==> src/rtl/window_filter.sv <==
// 3x3 window filter: bypass, Sobel magnitude, Gaussian blur and Sobel
// threshold over a stream of 3-row columns from an upstream line buffer.
// Fixed 5-cycle latency; sync signals are delayed to match.
module window_filter #(
   parameter int COLORDEPTH = 8
) (
   input  logic                  clk,
   input  logic                  rst,
   input  logic [COLORDEPTH-1:0] col_i [2:0],
   input  logic                  dv_i,
   input  logic                  hs_i,
   input  logic                  vs_i,
   input  logic [1:0]            mode_i,
   input  logic [COLORDEPTH-1:0] thr_i,
   output logic [COLORDEPTH-1:0] data_o,
   output logic                  dv_o,
   output logic                  hs_o,
   output logic                  vs_o
);

   localparam int D = COLORDEPTH;

   typedef enum logic [1:0] {
      MODE_BYPASS = 2'd0,
      MODE_SOBEL  = 2'd1,
      MODE_GAUSS  = 2'd2,
      MODE_THRESH = 2'd3
   } mode_t;

   // window columns: w0 newest (right), w1 centre, w2 oldest (left)
   logic [D-1:0]        r_w0 [2:0];
   logic [D-1:0]        r_w1 [2:0];
   logic [D-1:0]        r_w2 [2:0];

   // partial-sum stage
   logic signed [D+2:0] r_gx;
   logic signed [D+2:0] r_gy;
   logic [D+3:0]        r_gsum;
   logic [D-1:0]        r_mid1;

   // abs/normalise stage
   logic [D+3:0]        r_mag;
   logic [D-1:0]        r_gauss;
   logic [D-1:0]        r_mid2;

   // select/saturate stage
   logic [D-1:0]        r_data;

   // sync delay lines and frame-latched controls
   logic [4:0]          r_dv_d;
   logic [4:0]          r_hs_d;
   logic [4:0]          r_vs_d;
   logic                r_vs_prev;
   mode_t               r_mode;
   logic [D-1:0]        r_thr;

   // weighted 1-2-1 sums: column sums (for Gx / Gaussian) and row sums (for Gy)
   logic [D+1:0]        w_cs0, w_cs1, w_cs2;
   logic [D+1:0]        w_rs_bot, w_rs_top;
   logic signed [D+2:0] w_gx, w_gy;
   logic [D+3:0]        w_gsum;
   logic [D+2:0]        w_ax, w_ay;
   logic [D-1:0]        w_sat;
   logic [D-1:0]        w_sel;

   assign w_cs0    = (D+2)'(r_w0[2]) + ((D+2)'(r_w0[1]) << 1) + (D+2)'(r_w0[0]);
   assign w_cs1    = (D+2)'(r_w1[2]) + ((D+2)'(r_w1[1]) << 1) + (D+2)'(r_w1[0]);
   assign w_cs2    = (D+2)'(r_w2[2]) + ((D+2)'(r_w2[1]) << 1) + (D+2)'(r_w2[0]);
   assign w_rs_bot = (D+2)'(r_w2[0]) + ((D+2)'(r_w1[0]) << 1) + (D+2)'(r_w0[0]);
   assign w_rs_top = (D+2)'(r_w2[2]) + ((D+2)'(r_w1[2]) << 1) + (D+2)'(r_w0[2]);
   assign w_gx     = $signed({1'b0, w_cs0}) - $signed({1'b0, w_cs2});
   assign w_gy     = $signed({1'b0, w_rs_bot}) - $signed({1'b0, w_rs_top});
   assign w_gsum   = (D+4)'(w_cs2) + ((D+4)'(w_cs1) << 1) + (D+4)'(w_cs0);

   assign w_ax     = r_gx[D+2] ? unsigned'(-r_gx) : unsigned'(r_gx);
   assign w_ay     = r_gy[D+2] ? unsigned'(-r_gy) : unsigned'(r_gy);

   assign w_sat    = (|r_mag[D+3:D]) ? '1 : r_mag[D-1:0];

   // mode multiplexer applied in the final stage with frame-latched controls
   always_comb begin
      w_sel = '0;
      case (r_mode)
         MODE_BYPASS: w_sel = r_mid2;
         MODE_SOBEL:  w_sel = w_sat;
         MODE_GAUSS:  w_sel = r_gauss;
         MODE_THRESH: w_sel = (w_sat >= r_thr) ? '1 : '0;
         default:     w_sel = '0;
      endcase
   end

   // shift the 3-column window; invalid input columns become zero padding
   always_ff @(posedge clk or posedge rst) begin
      if (rst) begin
         r_w0 <= '{default: '0};
         r_w1 <= '{default: '0};
         r_w2 <= '{default: '0};
      end else begin
         for (int unsigned i = 0; i < 3; i++) begin
            r_w0[i] <= dv_i ? col_i[i] : '0;
         end
         r_w1 <= r_w0;
         r_w2 <= r_w1;
      end
   end

   // three-stage arithmetic pipeline behind the window
   always_ff @(posedge clk or posedge rst) begin
      if (rst) begin
         r_gx    <= '0;
         r_gy    <= '0;
         r_gsum  <= '0;
         r_mid1  <= '0;
         r_mag   <= '0;
         r_gauss <= '0;
         r_mid2  <= '0;
         r_data  <= '0;
      end else begin
         r_gx    <= w_gx;
         r_gy    <= w_gy;
         r_gsum  <= w_gsum;
         r_mid1  <= r_w1[1];
         r_mag   <= (D+4)'(w_ax) + (D+4)'(w_ay);
         r_gauss <= r_gsum[D+3:4];
         r_mid2  <= r_mid1;
         r_data  <= r_dv_d[3] ? w_sel : '0;
      end
   end

   // delay sync signals to line up with data_o
   always_ff @(posedge clk or posedge rst) begin
      if (rst) begin
         r_dv_d <= '0;
         r_hs_d <= '0;
         r_vs_d <= '0;
      end else begin
         r_dv_d <= {r_dv_d[3:0], dv_i};
         r_hs_d <= {r_hs_d[3:0], hs_i};
         r_vs_d <= {r_vs_d[3:0], vs_i};
      end
   end

   // latch filter controls only on a vsync rising edge
   always_ff @(posedge clk or posedge rst) begin
      if (rst) begin
         r_vs_prev <= 1'b0;
         r_mode    <= MODE_BYPASS;
         r_thr     <= '0;
      end else begin
         r_vs_prev <= vs_i;
         if (vs_i && !r_vs_prev) begin
            r_mode <= mode_t'(mode_i);
            r_thr  <= thr_i;
         end
      end
   end

   assign data_o = r_data;
   assign dv_o   = r_dv_d[4];
   assign hs_o   = r_hs_d[4];
   assign vs_o   = r_vs_d[4];

endmodule

==> config.mk <==
export PLATFORM = sky130hd
export DESIGN_NAME = window_filter
export DESIGN_NICKNAME = d
export VERILOG_FILES = /design/src/rtl/window_filter.sv
export SDC_FILE = /design/constraint.sdc
export NUM_CORES = 1
export LEC_CHECK = 0
export BUFFER_PORTS_ARGS = -buffer_cell sky130_fd_sc_hd__clkbuf_2
export CAP_MARGIN = 20
export CORE_MARGIN = 2
export CORE_UTILIZATION = 56
export CTS_CLUSTER_SIZE = 25
export DETAILED_ROUTE_END_ITERATION = 6
export PLACE_DENSITY_LB_ADDON = 0.12
export SYNTH_ARGS = -nofsm -noshare
export SYNTH_HDL_FRONTEND = slang
export SYNTH_SLANG_ARGS = --single-unit
==> constraint.sdc <==
create_clock -name clk -period 5 [get_ports clk]
set_input_delay 0.75 -clock clk [delete_from_list [all_inputs] [get_ports clk]]
set_output_delay 0.75 -clock clk [all_outputs]
set_load 0.02 [all_outputs]
# Word-level counts from Yosys, hierarchy flattened
# Index checks and enable logic that the tools add are counted.
# W data, S select, Z words.
[classes] addsub=17 order_cmp=1 n_eq_ne=3 mux=9 reduce_logical=4
[op_table] operator="$add A10 B8 Y10" n=5
[op_table] operator="$add A8 B9 Y10" n=5
[op_table] operator="$mux W8" n=6
[op_table] operator="$pmux W8 S4" n=1
[op_table] operator="$mux W11" n=2
[op_table] operator="$neg A11 Y11" n=2
[op_table] operator="$sub A10 B10 Y11" n=2
[op_table] operator="$add A10 B11 Y12" n=1
[op_table] operator="$add A11 B11 Y12" n=1
[op_table] operator="$add A12 B10 Y12" n=1
[op_table] operator="$ge A8 B8 Y1" n=1
[op_table] operator="$eq A2 B2 Y1 const B" n=2
[op_table] operator="$reduce_or A4 Y1" n=1
[op_table] operator="$eq A2 B1 Y1 const B" n=1
[op_table] operator="$logic_not A2 Y1" n=1
[op_table] operator="$logic_and A1 B1 Y1" n=1
[op_table] operator="$logic_not A1 Y1" n=1
[word_totals] register_bits=168 out_inout_bits=11 word_cells=56

# Logic depth before layout (Yosys ltp)
# Gate-level depths: netlist (run 1).
[logic_depth] depth_word=6 ltp_mapped=20 mapped_depth_nobuf=20

# Least setup slack after synthesis (run 1)
# Ideal clock, no wire load.
[synth_path] path_type="register -> register" start="register r_w2[1] in the netlist's numbering" end="register r_gsum[11]" setup_time_ns=0.118 arrival_time_ns=4.010 t_required_ns=4.882 slack_ns=0.872 stages_incl_launch_ff=20 period_less_slack_ns=4.128 path_cell_list="dfrtp_1 -> inv_1 -> fa_1 -> inv_1 -> ha_1 -> fa_1 -> a21o_1 -> a21oi_1 -> nor2_1 -> o21a_1 -> o21ai_0 -> nand2_1 -> fa_1 -> inv_1 -> ha_1 -> a21oi_1 -> o21ai_0 -> a21oi_1 -> o21bai_1 -> a21o_1"
[synth_between] elab_chain_cells=3
[synth_lines] item="from (decl)" line="33" rtl="logic [D-1:0] r_w2 [2:0];"
[synth_lines] item="from (signal assigned)" line="103" rtl="r_w2 <= r_w1;"
[synth_lines] item="$add A10 B8 Y10" line="68" rtl="assign w_cs2 = (D+2)'(r_w2[2]) + ((D+2)'(r_w2[1]) << 1) + (D+2)'(r_w2[0]);"
[synth_lines] item="$add A10 B11 Y12" line="73" rtl="assign w_gsum = (D+4)'(w_cs2) + ((D+4)'(w_cs1) << 1) + (D+4)'(w_cs0);"
[synth_lines] item="$add A12 B10 Y12" line="73"
[synth_lines] item="named net w_gsum[11]" line="61" rtl="logic [D+3:0] w_gsum;"
[synth_lines] item="to (signal assigned)" line="121" rtl="r_gsum <= w_gsum;"
[synth_lines] item="to (decl)" line="38" rtl="logic [D+3:0] r_gsum;"
# The timed path passes the listed nets, and every way through them passes these cells.
# A chain may end at the register's enable or synchronous reset.

# Worst setup path in the final report (run 1)
# Same ends and word-level chain as after synthesis.

==> summary.txt, run 1 <==
Synth Cell Area -> 8990 um^2
R2r setup slk -> 0.39 ns
Vias per std cell -> 5.09
Initial DRT Pass Iterations -> 4
Fill count -> 1255
CTS sink count -> 163
Overflow after GRT -> 0
Synth-to-Final Area Change -> 11.7%
Crit path largest cell delay -> 0.53 ns
Worst Hold Path EP -> r_gauss[1]
Post-synth ARST share -> 1.00
Crit path cell chain -> inv_1 -> fa_1 -> inv_1 -> ha_1 -> fa_1 -> a21o_1 -> a21oi_1 -> nor2_1 -> o21a_1 -> o21ai_0 -> nand2_1 -> fa_1 -> inv_1 -> ha_1 -> a21oi_1 -> o21ai_0 -> a21oi_1 -> o21bai_1 -> a21o_1
Worst reg2reg endpoint -> r_gsum[11]
Vias -> 5258
WS Path Type -> flip-flop to flip-flop
CP arrival -> 4.92 ns
Max Clk Rate -> 0.217 GHz
Final Non-Filler Cells -> 1032
Antenna Violating Nets Remaining -> 0
R2R cell count -> 19
Clock skew -> 0.00883 ns
Leak -> 4.97 nW
Initial antenna violation count -> 0
Hold_buf cts -> 0
RR Startpoint -> r_w2[1]
Gr usage total -> 0.204
Die span in x -> 131 um
Post-Syn Nets -> 931
VDD IR max -> 0.273 mV
Die area -> 17100 um^2
Placed Instances -> 1002
CTS root buffer -> clkbuf_16
Global-route wire length before repair -> 26500 um
Worst setup EP type -> flip-flop
Most used flip-flop cell after synthesis -> dfrtp_1
Share of cells above drive strength 1 -> 0.132
Maximum net fanout on the critical path -> 3
Largest net degree at the start of global routing -> 164
Setup crit start kind -> flip-flop
Maxcap violations -> 0
H-tree Lvls -> 4
Clock Latency Late Sink -> 0.42 ns
Core Rows -> 46
FF+latch count, synth -> 163
DIE HEIGHT -> 131 um
Status -> completed
Initial drt markers -> 149
CTS Buffer Depth -> 2
RSZ-0062 raised after global routing -> no
Register area share after synthesis -> 0.454
Synth warn -> 0
Number of synthesized flops with an enable pin -> 0
Minimum clock period -> 4.61 ns
CTS clk-pin slew, worst paths -> 0.06 ns
Core area -> 15800 um^2
Commonest non-fill, non-tap cell in the layout -> dfrtp_1
Cts repair resizes -> 0
HP Start -> r_gsum[5]
Fin. max-slew vios -> 0
I/O Buffers -> 49
Unique masters post-synth -> 50
Hold slack -> 0.345 ns
Final period util -> 0.921
Most frequent cells in the layout -> 163 x dfrtp_1, 100 x inv_1, 80 x ha_1
Slew @ Worst Pin -> 0.814 ns
WL/cell -> 15.3 um
Vias in the first global route -> 5690
Post-DP HPWL -> 12700 um
DRC Markers -> 0
Routability Congestion -> 0.838
Worst hold path depth -> 0
TritonCTS clock tree -> done
Req. time, crit path -> 5.31 ns
ANT cells -> 0
Final hold viol count -> 0
CP bufs+invs -> 3
Routed WL -> 15800 um
Initial cell density of the core -> 0.570
Hold Crit Class -> flip-flop to flip-flop
Final setup vio count -> 0
Num CTS Buffers -> 17
Avg Cell Area, Syn -> 12.0 um^2
Post-CTS setup buffers -> 0
Setup TNS -> 0 ns
Slowest-stage cell, CP -> fa_1
Cells after synthesis -> 747
PD cells -> 570 nW/um^2
Slew margin rel. -> 0.457
Final nets -> 989
Largest delay share family, worst path -> adder cells
Num ports -> 50
per-stage QoR:
stage | power (mW) | cell area, um^2 | utilization | worst slack [ns]
global placement | 4.43 | 9490 | 0.602 | 0.594
finish | 5.72 | 10000 | 0.637 | 0.393
detailed placement | 4.53 | 9490 | 0.602 | 0.452
global route | 6.19 | 10000 | 0.637 | 0.151
CTS | 5.77 | 10000 | 0.637 | 0.430
floorplan | 3.93 | 8990 | - | 0.872
per-layer routing:
| layer | GRT usage | part of all wire | vias up |
|---|---|---|---|
| met5 | 0 | 0 | - |
| met4 | 0.0613 | 0.017 | 0 |
| met3 | 0.0448 | 0.028 | 22 |
| met2 | 0.360 | 0.51 | 73 |
| met1 | 0.254 | 0.45 | 2591 |
| li1 | - | - | 2572 |
sequential cells by signal, summed over array words and instances, names as in the netlist, 8 cells and up:
name     flops
r_w0        24
r_w1        24
r_w2        16
r_mag       12
r_gx        11
r_gy        11
data_o       8
r_gauss      8
r_gsum       8
r_mid1       8
r_mid2       8
r_thr        8
worst max-delay path by stage:
stage                 start  slack [ns]         end  cells after the start
finish              r_w2[1]        0.39  r_gsum[11]                     19
global placement    r_w2[1]        0.59  r_gsum[10]                     19
CTS                 r_w2[1]        0.43  r_gsum[10]                     19
floorplan           r_w2[1]        0.87  r_gsum[11]                     19
global route        r_w2[1]        0.15  r_gsum[11]                     19
detailed placement  r_w2[1]        0.45  r_gsum[10]                     19
synthesized netlist by cell type (all sizes together), types with 2 or more instances:
master,count,share of area
o31ai,4,0.0033
o21bai,6,0.0054
nor3,2,0.0011
mux2,3,0.0038
a21o,25,0.021
o21a,4,0.0033
and3,2,0.0014
a22oi,8,0.0067
xnor2,45,0.044
nand2,24,0.010
nor2,22,0.0092
or4,2,0.0017
a21oi,31,0.019
and2,24,0.017
or3,7,0.0049
dfrtp,163,0.45
buf,2,0.00084
fa,65,0.14
nand2b,17,0.012
o221a,8,0.010
nand3,4,0.0022
a211oi,3,0.0036
ha,80,0.11
nand4,2,0.0014
o21ai,39,0.023
a31oi,3,0.0021
xor2,17,0.017
clkbuf,10,0.0042
maj3,2,0.0025
inv,101,0.042
nor2b,9,0.0063
nor4,3,0.0021
layout make-up:
cell class                      instances  area, um^2  area share
Sequential cell                       163        4080       0.406
Multi-Input combinational cell        471        4490       0.447
Inverter                              101         383      0.0381
Clock inverter                         11         106      0.0106
Timing Repair Buffer                   51         273      0.0272
Clock buffer                           19         443      0.0441
Tap cell                              216         270      0.0269
power by group:
group / internal (mW) / switching [mW] / total [mW]
Clock: 0.697 / 0.513 / 1.21
Combinational: 1.24 / 1.47 / 2.71
Sequential: 1.63 / 0.173 / 1.80
kinds of logic (layout without fill, tap and decap cells):
kind of cell | Yosys count | count (layout) | synth area share
AOI/OAI and AO/OA | 138 | 138 | 0.104
xor gates and xnor gates | 62 | 62 | 0.0612
adders and majority gates | 147 | 147 | 0.259
buffers and inverters | 113 | 182 | 0.0472
DFF | 163 | 163 | 0.454
muxes | 3 | 3 | 0.00376
and+or+nand+nor | 121 | 121 | 0.0713
Power figures use the tool's default switching activity.
==> inputs of run 2 (changes only) <==
--- a/config.mk
+++ b/config.mk
@@ -5,6 +5,8 @@
 export SDC_FILE = /design/constraint.sdc
 export NUM_CORES = 1
 export LEC_CHECK = 0
+export ABC_AREA = 1
+export ABC_CLOCK_PERIOD_IN_PS = 5000
 export BUFFER_PORTS_ARGS = -buffer_cell sky130_fd_sc_hd__clkbuf_2
 export CAP_MARGIN = 20
 export CORE_MARGIN = 2
==> run 2 against run 1 <==
Net effect: non-clock buffer count increased by 1; setup slack improved by 0.44 ns; area after synthesis increased by 2.1%; combinational power increased by 11%; critical path type unchanged.
==> summary.txt, run 2 <==
Placed Instances -> 1141 (+14%)
Sw Pwr -> 2.44 mW (+13%)
Number of synthesized flops with an enable pin -> 0 (unchanged)
Initial cell density of the core -> 0.576 (+0.00576)
Post-Syn Nets -> 1062 (+14%)
Worst setup EP type -> flip-flop
Commonest non-fill, non-tap cell in the layout -> dfrtp_1
Vias -> 5897 (+12%)
CTS sink count -> 163 (unchanged)
Most frequent cells in the layout -> 163 x dfrtp_1, 155 x inv_1, 113 x nand2_1
Hold Crit Class -> input port to async pin
Gr usage total -> 0.214 (+0.0102)
Gate power share -> 0.498 (+0.025)
Die area -> 17400 um^2 (+2.1%)
Initial antenna violation count -> 1 (+1)
Final setup vio count -> 0 (unchanged)
TritonCTS clock tree -> done
Num CTS Buffers -> 17 (unchanged)
Unique masters post-synth -> 34 (-32%)
Core area -> 15900 um^2 (+1.1%)
Synth area leader -> dfrtp_1
Core Rows -> 46 (unchanged)
WL/cell -> 14.7 um (-3.9%)
ANT cells -> 0 (unchanged)
Setup TNS -> 0 ns (unchanged)
Cells after synthesis -> 878 (+18%)
H-tree Lvls -> 4 (unchanged)
Maxcap violations -> 0 (unchanged)
Clock Latency Late Sink -> 0.43 ns (about the same)
WS Path Type -> flip-flop to flip-flop
Int Pwr -> 3.63 mW (+1.8%)
Top flop regs -> r_w0 x24, r_w1 x24, r_w2 x16
Clock skew -> 0.00988 ns (+0.00105 ns)
Post-DP HPWL -> 13900 um (+9.2%)
Largest net degree at the start of global routing -> 75 (-54%)
Most used flip-flop cell after synthesis -> dfrtp_1
Antenna Violating Nets Remaining -> 0 (unchanged)
CTS root buffer -> clkbuf_16
Vias in the first global route -> 6062 (+6.5%)
Tot Pwr -> 6.07 mW (+6.1%)
Dominant cells by area after synthesis -> dfrtp_1 44%, fa_1 14%, ha_1 11%
Routability Congestion -> 0.916 (+9.3%)
Post-synth ARST share -> 1.00 (unchanged)
Synth warn -> 0 (unchanged)
Slew @ Worst Pin -> 0.620 ns (-0.194 ns)
Synth Cell Area -> 9180 um^2 (+2.1%)
Minimum clock period -> 4.17 ns (-0.442 ns)
Final hold viol count -> 0 (unchanged)
Maximum net fanout on the critical path -> 4 (+1)
Post-synth top area share -> 0.444 (-0.00940)
Setup crit start kind -> flip-flop
Most common cell in the netlist -> dfrtp_1
I/O Buffers -> 49 (unchanged)
Slew margin rel. -> 0.586 (+0.128)
Initial DRT Pass Iterations -> 5 (+1)
CTS Buffer Depth -> 2 (unchanged)
Leak -> 5.41 nW (+8.8%)
FF+latch count, synth -> 163 (unchanged)
Final period util -> 0.833 (-0.0883)
Hold slack -> 0.212 ns (-0.133 ns)
VDD IR max -> 0.385 mV (+41%)
DRC Markers -> 0 (unchanged)
Status -> completed
Cts repair resizes -> 0 (unchanged)
RSZ-0062 raised after global routing -> no
CTS clk-pin slew, worst paths -> 0.06 ns (about the same)
Global-route wire length before repair -> 29200 um (+11%)
PD cells -> 589 nW/um^2 (+3.5%)
Register area share after synthesis -> 0.444 (-0.00940)
Final Non-Filler Cells -> 1171 (+13%)
Initial drt markers -> 227 (+52%)
Req. time, crit path -> 5.32 ns (about the same)
Routed WL -> 17300 um (+9.1%)
Clock power frac -> 0.208 (-0.003)
Vias per std cell -> 5.04 (-1.2%)
Die span in x -> 132 um (+1.0%)
Reg power frac -> 0.294 (-0.021)
Sw Share -> 0.402 (+0.0251)
CP arrival -> 4.48 ns (-0.44 ns)
Max Clk Rate -> 0.240 GHz (+11%)
Post-CTS setup buffers -> 0 (unchanged)
Synth-to-Final Area Change -> 12.2%
Util after Layout -> 0.646 (+0.00927)
Fill count -> 1278 (+1.8%)
Fin. max-slew vios -> 0 (unchanged)
Share of cells above drive strength 1 -> 0.102 (-0.0308)
Overflow after GRT -> 0 (unchanged)
DIE HEIGHT -> 132 um (+1.0%)
Hold_buf cts -> 0 (unchanged)
Commonest cells post-synth -> 163 x dfrtp_1, 156 x inv_1, 113 x nand2_1
Final nets -> 1129 (+14%)
Avg Cell Area, Syn -> 10.5 um^2 (-13%)
Num ports -> 50 (unchanged)
run 2: final cells by class:
cell class	instances	area [um^2]	area share
Tap cell	216	270	0.0262
Timing Repair Buffer	52	293	0.0284
Sequential cell	163	4080	0.396
Clock buffer	22	464	0.0451
Clock inverter	7	103	0.00996
Multi-Input combinational cell	553	4490	0.436
Inverter	158	597	0.0580
run 2: logic make-up (layout without fill, tap and decap cells):
logic type	Yosys count	after routing	synth area share
compound gates	137	137	0.0837
xor+xnor	59	59	0.0563
fa+ha+maj	145	145	0.251
buf+inv	162	239	0.0662
flops	163	163	0.444
mux	1	1	0.00123
simple gates	211	211	0.0975
run 2: per-layer routing:
layer / global-route usage / wire, um / part of all wire
met1: 0.281 / 7880 / 0.46
met2: 0.363 / 8590 / 0.50
met3: 0.0431 / 532 / 0.031
met4: 0.0652 / 268 / 0.016
met5: 0 / 0 / 0
run 2: per-stage QoR:
stage / cell area, um^2 / worst slack, ns
6_report: 10300 / 0.834
5_1_grt: 10300 / 0.490
4_1_cts: 10300 / 0.798
3_5_place_dp: 9710 / 0.815
3_3_place_gp: 9710 / 0.896
2_1_floorplan: 9180 / 1.17
run 2: final timing paths:
| path | start | end | slack, ns | depth (start not counted) |
|---|---|---|---|---|
| worst min register to register | r_gsum[5] | r_gauss[1] | 0.34 | 0 |
| worst max-delay path | r_w0[1] | r_gsum[11] | 0.83 | 18 |
| worst min-delay path | rst | r_thr[7] | 0.21 | 2 |
| worst max register to register | r_w0[1] | r_gsum[11] | 0.83 | 18 |
| min in group clk | r_gsum[5] | r_gauss[1] | 0.34 | 0 |
| max in group asynchronous | rst | r_w0[2] | 3.74 | 4 |
run 2: power groups by stage:
| stage | combinational, mW | sequential (mW) | clock (mW) |
|---|---|---|---|
| floorplan | 2.34 | 1.79 | 0 |
| global placement | 2.97 | 1.80 | 0 |
| detailed placement | 3.02 | 1.81 | 0 |
| CTS | 3.04 | 1.79 | 1.29 |
| global route | 3.42 | 1.82 | 1.35 |
| finish | 3.02 | 1.79 | 1.26 |
run 2: worst max-delay path, cell delays in order (launching register included):
cell	delay (ns)
dfrtp_1	0.41
inv_1	0.08
fa_1	0.47
inv_1	0.07
ha_1	0.19
inv_1	0.07
fa_1	0.41
o21ai_1	0.23
a21oi_1	0.11
o21bai_1	0.23
xor2_1	0.21
inv_1	0.08
fa_1	0.53
inv_1	0.04
ha_1	0.34
a21o_1	0.21
nand3_1	0.07
nand4_1	0.13
a21o_1	0.18
